==> src/rtl/cjb_stack_pkg.sv <==
// Shared definitions for the parametrised hardware stack: overflow mode codes
// and the width helpers used to size the occupancy count and the pointer.
package cjb_stack_pkg;

  // Behaviour selected when a push arrives while the stack is full
  localparam int OVF_REJECT = 0;
  localparam int OVF_WRAP   = 1;

  // Bits needed to hold an occupancy value from 0 up to and including depth
  function automatic int cnt_width(input int depth);
    return $clog2(depth + 1);
  endfunction

  // Bits needed to index depth entries, never less than one bit
  function automatic int ptr_width(input int depth);
    return (depth <= 2) ? 1 : $clog2(depth);
  endfunction

endpackage

==> src/rtl/cjb_modn_updn_ptr_v.sv <==
// Modulo-DEPTH up/down pointer. Increments and decrements wrap with explicit
// compares against the end values, so DEPTH does not have to be a power of 2.
// Also exposes the value one below the pointer (the stack top index).
module cjb_modn_updn_ptr_v
  import cjb_stack_pkg::*;
#(
  parameter int DEPTH = 4,
  localparam int PW   = ptr_width(DEPTH)
) (
  input  logic          clk,
  input  logic          rst_n,
  input  logic          inc,
  input  logic          dec,
  output logic [PW-1:0] ptr,
  output logic [PW-1:0] ptr_prev
);

  localparam logic [PW-1:0] LAST = PW'(DEPTH - 1);

  logic [PW-1:0] ptr_q;
  logic [PW-1:0] ptr_d;

  // Next pointer value; inc and dec together cancel out
  always_comb begin
    ptr_d = ptr_q;
    if (inc && !dec) begin
      ptr_d = (ptr_q == LAST) ? '0 : ptr_q + PW'(1);
    end else if (dec && !inc) begin
      ptr_d = (ptr_q == '0) ? LAST : ptr_q - PW'(1);
    end
  end

  // Index just below the pointer, wrapping from 0 to the last slot
  always_comb begin
    ptr_prev = (ptr_q == '0) ? LAST : ptr_q - PW'(1);
  end

  // Pointer register, cleared by the asynchronous reset
  always_ff @(posedge clk or negedge rst_n) begin
    if (!rst_n) begin
      ptr_q <= '0;
    end else begin
      ptr_q <= ptr_d;
    end
  end

  assign ptr = ptr_q;

endmodule

==> src/rtl/cjb_param_hwstack_v.sv <==
// Parametrised LIFO stack feeding the write-back-bus stack source. Push data
// comes from IB2 and the top of stack drives the ipstk mux. Exports occupancy,
// full/empty and sticky overflow/underflow flags for the control unit.
module cjb_param_hwstack_v
  import cjb_stack_pkg::*;
#(
  parameter int WIDTH    = 8,
  parameter int DEPTH    = 4,
  parameter int OVF_MODE = OVF_REJECT,
  localparam int CW      = cnt_width(DEPTH),
  localparam int PW      = ptr_width(DEPTH)
) (
  input  logic             clk,
  input  logic             rst_n,
  input  logic             push,
  input  logic             pop,
  input  logic             clr_err,
  input  logic [WIDTH-1:0] din,
  output logic [WIDTH-1:0] dout,
  output logic [CW-1:0]    count,
  output logic             empty,
  output logic             full,
  output logic             ovf_err,
  output logic             unf_err
);

  localparam logic [CW-1:0] CNT_FULL = CW'(DEPTH);

  logic [WIDTH-1:0] mem_q [DEPTH];
  logic [WIDTH-1:0] mem_d [DEPTH];
  logic [CW-1:0]    count_q;
  logic [CW-1:0]    count_d;
  logic             ovf_err_q;
  logic             ovf_err_d;
  logic             unf_err_q;
  logic             unf_err_d;

  logic [PW-1:0]    wp;
  logic [PW-1:0]    top_idx;
  logic             wp_inc;
  logic             wp_dec;
  logic             mem_we;
  logic [PW-1:0]    mem_waddr;
  logic             is_empty;
  logic             is_full;

  assign is_empty = (count_q == '0);
  assign is_full  = (count_q == CNT_FULL);

  // Write pointer: wp is the next free slot, top_idx the current top
  cjb_modn_updn_ptr_v #(
    .DEPTH (DEPTH)
  ) u_wp (
    .clk      (clk),
    .rst_n    (rst_n),
    .inc      (wp_inc),
    .dec      (wp_dec),
    .ptr      (wp),
    .ptr_prev (top_idx)
  );

  // Decode the push/pop request into pointer moves, a storage write,
  // the next occupancy and the next error flags (an error set beats clr_err)
  always_comb begin
    wp_inc    = 1'b0;
    wp_dec    = 1'b0;
    mem_we    = 1'b0;
    mem_waddr = wp;
    count_d   = count_q;
    ovf_err_d = clr_err ? 1'b0 : ovf_err_q;
    unf_err_d = clr_err ? 1'b0 : unf_err_q;

    if (push && pop && !is_empty) begin
      mem_we    = 1'b1;
      mem_waddr = top_idx;
    end else if (push) begin
      if (!is_full) begin
        mem_we  = 1'b1;
        wp_inc  = 1'b1;
        count_d = count_q + CW'(1);
      end else begin
        ovf_err_d = 1'b1;
        if (OVF_MODE == OVF_WRAP) begin
          mem_we = 1'b1;
          wp_inc = 1'b1;
        end
      end
    end else if (pop) begin
      if (!is_empty) begin
        wp_dec  = 1'b1;
        count_d = count_q - CW'(1);
      end else begin
        unf_err_d = 1'b1;
      end
    end
  end

  // Storage next state: only the addressed entry changes on a write
  always_comb begin
    for (int i = 0; i < DEPTH; i++) begin
      mem_d[i] = mem_q[i];
    end
    if (mem_we) begin
      mem_d[mem_waddr] = din;
    end
  end

  // State registers; reset clears contents, occupancy and flags at once
  always_ff @(posedge clk or negedge rst_n) begin
    if (!rst_n) begin
      for (int i = 0; i < DEPTH; i++) begin
        mem_q[i] <= '0;
      end
      count_q   <= '0;
      ovf_err_q <= 1'b0;
      unf_err_q <= 1'b0;
    end else begin
      for (int i = 0; i < DEPTH; i++) begin
        mem_q[i] <= mem_d[i];
      end
      count_q   <= count_d;
      ovf_err_q <= ovf_err_d;
      unf_err_q <= unf_err_d;
    end
  end

  // Top of stack read straight from storage, forced to zero when empty
  always_comb begin
    dout = is_empty ? '0 : mem_q[top_idx];
  end

  assign count   = count_q;
  assign empty   = is_empty;
  assign full    = is_full;
  assign ovf_err = ovf_err_q;
  assign unf_err = unf_err_q;

endmodule

==> config.mk <==
export PLATFORM = sky130hd
export DESIGN_NAME = cjb_param_hwstack_v
export DESIGN_NICKNAME = d
export VERILOG_FILES = /design/src/rtl/cjb_stack_pkg.sv /design/src/rtl/cjb_modn_updn_ptr_v.sv /design/src/rtl/cjb_param_hwstack_v.sv
export SDC_FILE = /design/constraint.sdc
export NUM_CORES = 1
export LEC_CHECK = 0
export CAP_MARGIN = 20
export CORE_AREA = 2 2 71 73
export CTS_CLUSTER_DIAMETER = 100
export CTS_CLUSTER_SIZE = 25
export DETAILED_ROUTE_END_ITERATION = 16
export DIE_AREA = 0 0 73 75
export PLACE_DENSITY = 0.66
export SETUP_SLACK_MARGIN = 0.1
export SLEW_MARGIN = 20
export SYNTH_ARGS = -nofsm -noshare
export SYNTH_HDL_FRONTEND = slang
export SYNTH_SLANG_ARGS = --single-unit
==> constraint.sdc <==
create_clock -name clk -period 2.1 [get_ports clk]
set_input_delay 0.42 -clock clk [delete_from_list [all_inputs] [get_ports clk]]
set_output_delay 0.42 -clock clk [all_outputs]
set_load 0.02 [all_outputs]
# ---- Yosys cells after proc, flatten, opt, wreduce, memory -nomap -nowiden
# Index checks and enable logic that the tools add are counted.
dict set report word_totals {
  romBits 0
  n_memories 0
  ramBits 0
  inputBits 13
  latch_bits 0
  elab_cells 68
  ff_bits 39
  output_inout_bits 15
}
dict set report classes {
  n_mul 0
  div 0
  addsub 4
  n_eq_ne 4
  shift 0
  n_reduce_logical 13
  magnitude_cmp 3
  muxes 33
  bitwise_logic 3
}
# op count
set op_table {}
lappend op_table {{32-bit bitwise mux} 1}
lappend op_table {{8-bit two-way mux} 4}
lappend op_table {{1-bit two-way mux} 17}
lappend op_table {{8-bit binary-select mux with 2-bit select} 1}
lappend op_table {{8-bit demux with 2-bit select} 1}
lappend op_table {{3-bit two-way mux} 4}
lappend op_table {{2-bit two-way mux} 5}
lappend op_table {{3-bit greater-or-equal comparator (second input constant)} 2}
lappend op_table {{2-bit NOT with 3-bit output} 2}
lappend op_table {{1-bit logical AND} 5}
lappend op_table {{2-bit != test (second input constant)} 2}
lappend op_table {{4-bit AND reduction} 1}
lappend op_table {{2-bit nonzero test} 2}
lappend op_table {{3-bit by 1-bit adder with 3-bit output (second input constant)} 1}
lappend op_table {{3-bit == test (second input constant)} 1}
lappend op_table {{1-bit zero test} 3}
lappend op_table {{3-bit zero test} 1}
lappend op_table {{3-bit by 1-bit < comparator with 1-bit output (second input constant)} 1}
lappend op_table {{3-bit by 1-bit subtractor with 3-bit output (second input constant)} 1}
lappend op_table {{2-bit by 1-bit adder with 2-bit output (second input constant)} 1}
lappend op_table {{2-bit == test (second input constant)} 1}
lappend op_table {{2-bit zero test} 1}
lappend op_table {{2-bit by 1-bit subtractor with 2-bit output (second input constant)} 1}
lappend op_table {{1-bit NOT} 1}

# ---- Logic depth before layout (Yosys ltp)
dict set report logic_depth {
  word_depth 10
  ltp_mapped 8
  mapped_depth_nobuf 6
}

# ---- Hierarchy
# Synthesis repeated with hierarchy kept, for this count alone.
dict set report hier_totals {
  hier_cells 159
  hier_area_um2 2084.5
}
# mod instances area_each_um2 seq_area_each_um2 cells_each
set by_module_without_submodules {}
lappend by_module_without_submodules {cjb_param_hwstack_v 1 1933.1 925.9 142}
lappend by_module_without_submodules {cjb_modn_updn_ptr_v 1 151.4 50.0 17}

# ---- Worst setup path after synthesis
# Ideal clock, no wire load.
dict set report synth_path {
  path_type {flip-flop to output port}
  from {register u_wp.ptr_q[0] (netlist: u_wp.ptr[0])}
  to {output dout[6]}
  path_slack_ps -358
  stages_incl_launch_ff 7
  arrival_ps 2038
  required_ps 1680
  cell_sequence {dfrtp_1 -> inv_1 -> ha_1 -> clkbuf_1 -> clkbuf_1 -> a211oi_1 -> a211oi_1}
}
dict set report synth_between {
  elab_chain_cells 7
  elab_cells_between_ends 8
}
# element line
set synth_rtl {}
lappend synth_rtl {{start, declared} cjb_modn_updn_ptr_v.sv:20} ;# logic [PW-1:0] ptr_q;
lappend synth_rtl {{start signal, assigned} cjb_modn_updn_ptr_v.sv:43} ;# ptr_q <= ptr_d;
lappend synth_rtl {{2-bit by 1-bit subtractor with 2-bit output or 2-bit zero test (tied branches)} cjb_modn_updn_ptr_v.sv:35} ;# ptr_prev = (ptr_q == '0) ? LAST : ptr_q - PW'(1);
lappend synth_rtl {{2-bit two-way mux (*)} cjb_modn_updn_ptr_v.sv:35}
lappend synth_rtl {{2-bit NOT with 3-bit output (not written as such) (*)} cjb_param_hwstack_v.sv:129} ;# dout = is_empty ? '0 : mem_q[top_idx];
lappend synth_rtl {{8-bit binary-select mux with 2-bit select (*)} cjb_param_hwstack_v.sv:129}
lappend synth_rtl {{8-bit two-way mux (not written as such) (*) (2 in a row)} cjb_param_hwstack_v.sv:129}
lappend synth_rtl {{8-bit two-way mux (*)} cjb_param_hwstack_v.sv:129}
lappend synth_rtl {{end, declared} cjb_param_hwstack_v.sv:19} ;# output logic [WIDTH-1:0] dout,
# Mark *: on every way between the ends. The rest lies on a longest branch, timed or not. The select of a mux whose other input is x is not followed.

# ---- Worst setup path after layout
dict set report layout_path {
  from {register u_wp.ptr_q[0] (netlist: u_wp.ptr[0])}
  to {output dout[3]}
}
# The elaborated chain is that of the path after synthesis.

==> results.cfg <==
[route]
drc = 0
ant_nets = 0
vias_per_cell = 5.70
first_pass_iters = 5
post_drt_wl_per_cell_um = 18.7
vias = 1631
finalWirelength_um = 5350
drtIter0Drc = 37

[floorplan]
rows = 25
die-area_mm2 = 0.00548
io_pins = 28
initial_core_util_pct = 44.6
die_w_um = 73
fp.coreArea_mm2 = 0.00466
die_h_um = 75

[yosys]
synth_edf_count = 0
synth_top_area_share_pct = 46.9
yosysSeqAreaShare_pct = 46.9
synth_area_leaders = dfrtp_1 (47%), mux2_2 (13%), mux2_4 (5.8%)
synth_fp_nets = 187
async_reset_ff_share_pct = 100
synth_seq_cells = 39
netlist.top_cell.by_area = dfrtp_1
ys_warn_count = 0
ys.flop_type = dfrtp_1
syn-instance-count = 170
synth_cell_type_count = 37
syn_area_mm2 = 0.00208
synth.avg_cell_area_um2 = 12.2

[sta]
fin_crit_sh_pct = 111
rsz0062_at_grt = yes
tightest_slew_ns = 0.401
finalHoldViolCount = 0
worst_hold_slack_ns = 0.0430
skew_ns = 0.00904
fmax_mhz = 429
fin_ws_ns = -0.234
finalCriticalPeriod_ns = 2.33
finalSetupViolations = 8
slew_headroom_pct = 73.2
drv_slew = 0

[placed_design]
globalplace.congestion = 0.838
io_buffers = 27
detailed_place_hpwl_um = 3300

[clock_network]
clockBufferDepth = 2
cts.sinks = 39
cts_buffers = 5
clk_latency_ns = 0.29
clk_pin_slew_ns = 0.07
holdBufCountCts = 0
cts_tree = built
clock-root-buffer = clkbuf_8
htreeDepth = 2

[setup_path]
cp-end-kind = output port
cp.required_ns = 1.68
cp.arrival_ns = 1.91
path_max_fanout = 2
crit_path_start_kind = flip-flop
path_class = flip-flop to output port
reg2reg_slack_ns = 0

[finish]
nets = 250
antenna_cells = 0
layout_commonest_cell = dfrtp_1
area_growth_pct = 45.3
drive_above_1_share_pct = 53.0
utilization_pct = 64.9
final_cell_mix = dfrtp_1 (36), buf_4 (32), mux2_4 (18)

[grt]
met2_usage_pct = 35.8
antenna_found_initial = 0
first_global_vias = 1693
busiest_layer = met2
globalRouteOverflowTotal = 0
grt_max_degree = 24
grt_util_met1_pct = 26.8
grt_pass1_wl_um = 8700
gr-usage-all-layers_pct = 21.4
use_met3_pct = 4.55

[pwr]
combPwrFrac_pct = 68.3
p_per_area_mw_per_mm2 = 1970
pwr-share-seq_pct = 23.8
power.switching_mw = 2.35
internal_power_mw = 3.61
ir_drop_mv = 0.983
pwr-share-clk_pct = 7.9
p_leak_nw = 1.33
sw_frac_of_total_pct = 39.4

[run_status]
status = finished, violations left
violations = negative setup slack

[job]
max-cap-violations = 0

[worst_hold_path]
min_path_type = primary input to async pin
-- per-stage QoR --
stage                     worst slack (ns)  setup TNS, ns  area (µm²)  std cells  total power [mW]
final                               -0.234          -1.16        3020        286              5.96
after global routing                -0.301          -1.91        3020        286              6.31
after CTS                           -0.243          -1.16        2910        284              5.63
after detailed placement            -0.407          -9.51        2640        266              4.69
after global placement              -0.351          -8.50        2640        266              4.56
after floorplan                    -0.0102        -0.0205        2170        170              3.51
-- per-layer routing --
metal  wire [µm]  part of all wire (%)
met1        2320                    43
met2        2700                    50
met3         199                   3.7
met4         126                   2.4
met5           0                     0
-- power groups by stage --
stage | Combinational [mW] | Clock [mW] | Sequential [mW]
floorplan | 2.14 | 0 | 1.38
global placement | 3.20 | 0 | 1.36
detailed placement | 3.30 | 0 | 1.40
CTS | 3.74 | 0.489 | 1.40
global route | 4.31 | 0.521 | 1.47
finish | 4.07 | 0.471 | 1.42
-- cell type report --
| class | count | area, µm² |
|---|---|---|
| Clock inverter | 1 | 7.51 |
| Tap cell | 54 | 67.6 |
| Multi-Input combinational cell | 113 | 1230 |
| Fill cell | 336 | 1640 |
| Sequential cell | 39 | 980 |
| Inverter | 7 | 26.3 |
| Timing Repair Buffer | 67 | 641 |
| Clock buffer | 5 | 68.8 |
-- flip-flops by register name, summed over array words and instances (netlist names) --
register	count
count	3
ovf_err	1
unf_err	1
mem_q	32
u_wp.ptr	2
-- synth_stat cells (2+ instances only) --
master	instances
a211oi_1	12
a21oi_1	4
buf_2	4
clkbuf_1	5
dfrtp_1	39
ha_1	3
inv_1	7
mux2_2	24
mux2_4	8
mux2i_1	6
mux4_2	2
nand2_1	5
nand4_1	2
nor2_1	6
nor2b_1	13
nor3_1	2
o21ai_0	7
xor2_1	2
-- cells by family (layout without fill, tap and decap cells) --
group / Yosys count / in the layout / share of synthesized area (%)
and+or+nand+nor: 34 / 34 / 9.32
muxes: 40 / 40 / 23.8
buffers and inverters: 18 / 80 / 3.85
AOI/OAI and AO/OA: 33 / 33 / 12.5
adders and majority gates: 4 / 4 / 2.77
xor gates and xnor gates: 2 / 2 / 0.842
DFF: 39 / 39 / 46.9
-- worst max-delay path, stage by stage, from the launching register on --
cell     delay [ns]
dfrtp_1        0.37
inv_2          0.06
ha_4           0.17
nor2b_4        0.14
buf_6          0.12
mux4_2         0.47
nor2b_1        0.14
buf_4          0.16
-- worst paths after layout --
check | to | cells past startpoint | from
max | dout[3] | 7 | u_wp.ptr[0]
min | count[0] | 1 | rst_n
min reg2reg | mem_q[5] | 1 | mem_q[5]
max reg2reg | mem_q[3] | 12 | u_wp.ptr[1]
max in group asynchronous | count[2] | 2 | rst_n
min in group clk | mem_q[5] | 1 | mem_q[5]
-- repair_timing --
action,in CTS,in global routing
pin swaps,4,8
endpoints found under the setup margin,36,44
setup buffers,11,2
resized for setup,70,28
cloned,2,0
(Power assumes the default switching activity.)
